## src/rtl/node_rec_arbiter.sv

```systemverilog
// ---------------------------------------------------------------------------
// node_rec_arbiter
// Round-robin scheduler for the packed CAN receive-flag vector. One bus with a
// pending received message is granted the shared receive/readout path; the
// grant is held until the reader pulses rec_done or a timeout forces release.
// A one-cycle RELEASE gap follows every grant so the served node can clear
// its flag before the next arbitration round.
//
// Ports:
//   clk         in   system clock, rising edge
//   rst         in   asynchronous active-low reset
//   can_rec     in   [N_BUS-1:0] level request per bus
//   bus_en      in   [N_BUS-1:0] per-bus enable mask
//   rec_done    in   reader pulse: granted message consumed
//   rec_valid   out  grant active, bus_id/rec_sel valid
//   bus_id      out  [4:0] index of the granted bus (held after release)
//   rec_sel     out  [N_BUS-1:0] one-hot of bus_id while rec_valid
//   arb_busy    out  high in any state other than IDLE
//   timeout_err out  one-cycle pulse on forced release
// ---------------------------------------------------------------------------
module node_rec_arbiter #(
  parameter int N_BUS       = 32,
  parameter int TIMEOUT_CYC = 1024,
  parameter int TIMEOUT_W   = 11
) (
  input  logic             clk,
  input  logic             rst,
  input  logic [N_BUS-1:0] can_rec,
  input  logic [N_BUS-1:0] bus_en,
  input  logic             rec_done,
  output logic             rec_valid,
  output logic [4:0]       bus_id,
  output logic [N_BUS-1:0] rec_sel,
  output logic             arb_busy,
  output logic             timeout_err
);

  localparam logic [1:0] ST_IDLE    = 2'd0;
  localparam logic [1:0] ST_GRANT   = 2'd1;
  localparam logic [1:0] ST_RELEASE = 2'd2;

  localparam logic [TIMEOUT_W-1:0] TMO_LAST = TIMEOUT_W'(TIMEOUT_CYC - 1);
  localparam logic [N_BUS-1:0]     SEL_ONE  = {{(N_BUS-1){1'b0}}, 1'b1};

  logic [1:0]           state_r;
  logic [1:0]           state_nxt_s;
  logic [4:0]           rr_ptr_r;
  logic [4:0]           rr_ptr_nxt_s;
  logic [TIMEOUT_W-1:0] tmo_cnt_r;
  logic [TIMEOUT_W-1:0] tmo_cnt_nxt_s;
  logic [4:0]           bus_id_nxt_s;
  logic                 tmo_err_nxt_s;
  logic [N_BUS-1:0]     req_r;
  logic [4:0]           pick_s;

  // Round-robin search: walk downward so the lowest offset from rr_ptr wins.
  always_comb begin
    logic [4:0] idx;
    idx    = 5'd0;
    pick_s = 5'd0;
    for (int i = N_BUS - 1; i >= 0; i--) begin
      idx = rr_ptr_r + 5'(i);
      if (req_r[idx]) begin
        pick_s = idx;
      end else begin
        pick_s = pick_s;
      end
    end
  end

  // Next-state, pointer, timeout counter and grant-index computation.
  always_comb begin
    state_nxt_s   = state_r;
    rr_ptr_nxt_s  = rr_ptr_r;
    tmo_cnt_nxt_s = tmo_cnt_r;
    bus_id_nxt_s  = bus_id;
    tmo_err_nxt_s = 1'b0;
    case (state_r)
      ST_IDLE: begin
        tmo_cnt_nxt_s = {TIMEOUT_W{1'b0}};
        if (|req_r) begin
          bus_id_nxt_s = pick_s;
          state_nxt_s  = ST_GRANT;
        end else begin
          state_nxt_s  = ST_IDLE;
        end
      end
      ST_GRANT: begin
        // rec_done has priority over a coincident timeout
        if (rec_done) begin
          state_nxt_s   = ST_RELEASE;
          rr_ptr_nxt_s  = bus_id + 5'd1;
          tmo_cnt_nxt_s = {TIMEOUT_W{1'b0}};
        end else if (tmo_cnt_r == TMO_LAST) begin
          state_nxt_s   = ST_RELEASE;
          rr_ptr_nxt_s  = bus_id + 5'd1;
          tmo_cnt_nxt_s = {TIMEOUT_W{1'b0}};
          tmo_err_nxt_s = 1'b1;
        end else begin
          tmo_cnt_nxt_s = tmo_cnt_r + TIMEOUT_W'(1);
        end
      end
      ST_RELEASE: begin
        state_nxt_s   = ST_IDLE;
        tmo_cnt_nxt_s = {TIMEOUT_W{1'b0}};
      end
      default: begin
        state_nxt_s   = ST_IDLE;
        tmo_cnt_nxt_s = {TIMEOUT_W{1'b0}};
      end
    endcase
  end

  // State registers; outputs are registered from the next-state values so
  // they line up with the state they describe.
  always_ff @(posedge clk or negedge rst) begin
    if (!rst) begin
      state_r     <= ST_IDLE;
      rr_ptr_r    <= 5'd0;
      tmo_cnt_r   <= {TIMEOUT_W{1'b0}};
      req_r       <= {N_BUS{1'b0}};
      bus_id      <= 5'd0;
      rec_valid   <= 1'b0;
      rec_sel     <= {N_BUS{1'b0}};
      arb_busy    <= 1'b0;
      timeout_err <= 1'b0;
    end else begin
      state_r     <= state_nxt_s;
      rr_ptr_r    <= rr_ptr_nxt_s;
      tmo_cnt_r   <= tmo_cnt_nxt_s;
      req_r       <= can_rec & bus_en;
      bus_id      <= bus_id_nxt_s;
      rec_valid   <= (state_nxt_s == ST_GRANT);
      rec_sel     <= (state_nxt_s == ST_GRANT) ? (SEL_ONE << bus_id_nxt_s) : {N_BUS{1'b0}};
      arb_busy    <= (state_nxt_s != ST_IDLE);
      timeout_err <= tmo_err_nxt_s;
    end
  end

endmodule
```

## config.mk

```make
export PLATFORM = sky130hd
export DESIGN_NAME = node_rec_arbiter
export DESIGN_NICKNAME = d
export VERILOG_FILES = /design/src/rtl/node_rec_arbiter.sv
export SDC_FILE = /design/constraint.sdc
export NUM_CORES = 1
export LEC_CHECK = 0
export ABC_AREA = 1
export BUFFER_PORTS_ARGS = -buffer_cell sky130_fd_sc_hd__buf_2
export CAP_MARGIN = 0
export CORE_ASPECT_RATIO = 0.5
export CORE_MARGIN = 1.5
export CORE_UTILIZATION = 45
export DETAILED_ROUTE_END_ITERATION = 10
export PLACE_DENSITY = 0.65
export SLEW_MARGIN = 20
export SYNTH_ARGS = -nofsm -noshare
export SYNTH_HDL_FRONTEND = slang
export SYNTH_SLANG_ARGS = --single-unit
```

## constraint.sdc

```tcl
create_clock -name clk -period 11.7 [get_ports clk]
set_input_delay 1.17 -clock clk [delete_from_list [all_inputs] [get_ports clk]]
set_output_delay 1.17 -clock clk [all_outputs]
set_load 0.02 [all_outputs]
```

==> flow_metrics.tcl <==
set metrics [dict create \
    ctsResizeCount 0 \
    holdBufCountCts 0 \
    ys_seq_area_frac 0.295 \
    max_freq_mhz 164 \
    synth_top_cell_by_area "dfrtp_1" \
    multi_input_comb_area_mm2 0.00446 \
    worstSetupPathType "flip-flop to flip-flop" \
    grt_max_degree 91 \
    timing_worst_slew_pin_value_ns 1.14 \
    nets 1405 \
    synth-seq-cells 90 \
    crit_buf_inv 4 \
    cts_setup_buffers 0 \
    start_util 0.463 \
    min_path_cells 1 \
    required_ns 11.95 \
    ant_nets 0 \
    fillers 1702 \
    gr-total-overflow 0 \
    synth-edff-count 0 \
    grt_pass1_vias 7469 \
    grt_pass1_wl_mm 41.0 \
    min_period_over_period 0.520 \
    worstRegToRegCells 36 \
    ys_warn_count 0 \
    cts_tree "yes" \
    wl_mm 26.0 \
    drt_iter0_markers 1004 \
    slowest_delay_ns 0.92 \
    syn_area_mm2 0.00763 \
    hold_viol_final 0 \
    drv_slew 0 \
    layout-drive-gt1-share 0.144 \
    synth.area.top_cells "dfrtp_1 (30%), nand2_1 (19%), nand3_1 (13%)" \
    ios 107 \
    tns_ns 0 \
    insertion_delay_ns 0.33 \
    numPortBuffers 106 \
    drc 0 \
    ys_types 40 \
    synthFlopType "dfrtp_1" \
    ff2ff_setup_slack_ns 5.62 \
    maxCapViolations 0 \
    drt_pass1_iterations 6 \
    viasPerCell 5.43 \
    crit_top_cell "nand2_1" \
    dieHeight_um 95.1 \
    cp-start-kind "flip-flop" \
    n_antenna_cell 0 \
    path_clk_slew_ns 0.06 \
    dieArea_mm2 0.0178 \
    htreeDepth 3 \
    synth.most_common_cell "nand2_1" \
    clk_path_buf_depth 2 \
    worstPathArrival_ns 6.33 \
    fin_crit_ns 6.08 \
    cts.sinks 90 \
    fin_worst_skew_ns 0.0113 \
    synthesis.nets 1320 \
    row_count 33 \
    hold_class "flip-flop to flip-flop" \
    place.gp.congestion 1.06 \
    status "finished clean" \
    min_to "tmo_cnt_r[0]$_DFF_PN0_" \
    synthArstFlopShare 1.00 \
    core_area_mm2 0.0165 \
    cp_max_fo 20 \
    cts_root_buf "clkbuf_16" \
    cts_buffers 9 \
    hold_start "tmo_cnt_r[0]$_DFF_PN0_" \
    synth_top_cells_by_count "nand2_1 (392), nand3_1 (203), inv_1 (164), o21ai_0 (91), dfrtp_1 (90)" \
    wl_per_cell_um 16.7 \
    r2r-start "rr_ptr_r[2]$_DFFE_PN0P_" \
    setup_violations 0 \
    rr_endpoint "rec_sel[5]$_DFF_PN0_" \
    final-seq-area_mm2 0.00225 \
    track_usage 0.299 \
    synthCells 1240 \
    dp_hpwl_mm 20.0 \
    cp-end-kind "flip-flop" \
    rsz0062_at_grt "no" \
    cp_top_family "simple AND/OR/NAND/NOR gates" \
    synth_top_area_share 0.295 \
    die_width_um 187 \
    slowest_stage "dfrtp_1" \
    vias 8459 \
    syn_area_per_cell_um2 6.16 \
    area_growth_pct 12.1 \
    slew_headroom 0.231 \
    antenna_found_initial 0 \
]
[per-stage QoR]
step / hold slack, ns / worst slack (ns) / utilization / instances / cell area (um^2)
floorplan: 0.433 / 7.17 / - / 1240 / 7630
global placement: 0.444 / 5.77 / 0.501 / 1541 / 8250
detailed placement: 0.455 / 5.79 / 0.501 / 1541 / 8250
CTS: 0.464 / 5.77 / 0.519 / 1557 / 8550
global route: 0.491 / 5.13 / 0.519 / 1557 / 8550
finish: 0.460 / 5.62 / 0.519 / 1557 / 8550
[how the worst max path moves through the flow]
stage	end	depth (start not counted)	startpoint	slack, ns
finish	rec_sel[5]$_DFF_PN0_	36	rr_ptr_r[2]$_DFFE_PN0P_	5.62
global route	rec_sel[6]$_DFF_PN0_	42	rr_ptr_r[2]$_DFFE_PN0P_	5.13
CTS	rec_sel[5]$_DFF_PN0_	44	rr_ptr_r[1]$_DFFE_PN0P_	5.77
detailed placement	rec_sel[15]$_DFF_PN0_	44	rr_ptr_r[1]$_DFFE_PN0P_	5.79
global placement	rec_sel[4]$_DFF_PN0_	44	rr_ptr_r[1]$_DFFE_PN0P_	5.77
floorplan	rec_sel[12]$_DFF_PN0_	54	rr_ptr_r[0]$_DFFE_PN0P_	7.17
[placed cells by master (no fill, tap or decap), types with 8 or more instances in the layout]
cell type	n
nand2_1	392
nand3_1	203
inv_1	164
buf_2	105
o21ai_0	91
dfrtp_1	90
nor2_1	68
a21oi_1	43
nand2_2	22
nor2_2	15
inv_2	13
o22ai_1	13
ha_1	13
o21ai_1	11
xor2_1	10
clkbuf_16	9
nor4_1	8
[routing by layer]
metal | GRT usage | wire [um] | vias up
met5 | 0 | 0 | -
met4 | 0.101 | 757 | 0
met3 | 0.0386 | 2350 | 53
met2 | 0.450 | 10300 | 428
met1 | 0.442 | 12600 | 3829
li1 | - | - | 4149
[logic make-up (layout without fill, tap and decap cells)]
logic type	Yosys count	count (layout)	share of synthesized area
buf+inv	217	307	0.120
xor+xnor	15	15	0.0211
simple gates	727	727	0.416
flops	90	90	0.295
fa+ha+maj	13	13	0.0213
compound gates	178	178	0.126
[registers in the layout (all words and copies together), names as in the netlist]
register and flops:
state_r 2, rec_valid 1, tmo_cnt_r 11, rr_ptr_r 5, rec_sel 32, timeout_err 1
bus_id 5, arb_busy 1, req_r 32
[area by class of cell]
cell class,instances,share of cell area
clock buffers,11,0.0284
clock inverters,5,0.00702
inverters,181,0.0800
multi-input cells,933,0.522
flip-flops and latches,90,0.263
well taps,227,0.0332
repair buffers,110,0.0663
[worst register-to-register path, delay by kind of cell (launching register included)]
family,cells,cell delay (ns)
AO/OA/AOI/OAI,3,1.19
buffers and inverters,4,0.97
adder cells (fa/ha/maj),1,0.72
flip-flops,1,0.92
AND/OR/NAND/NOR,28,2.18
Power is not shown: default switching activity piles up to over one toggle a cycle in this logic, so the estimate is an artifact.
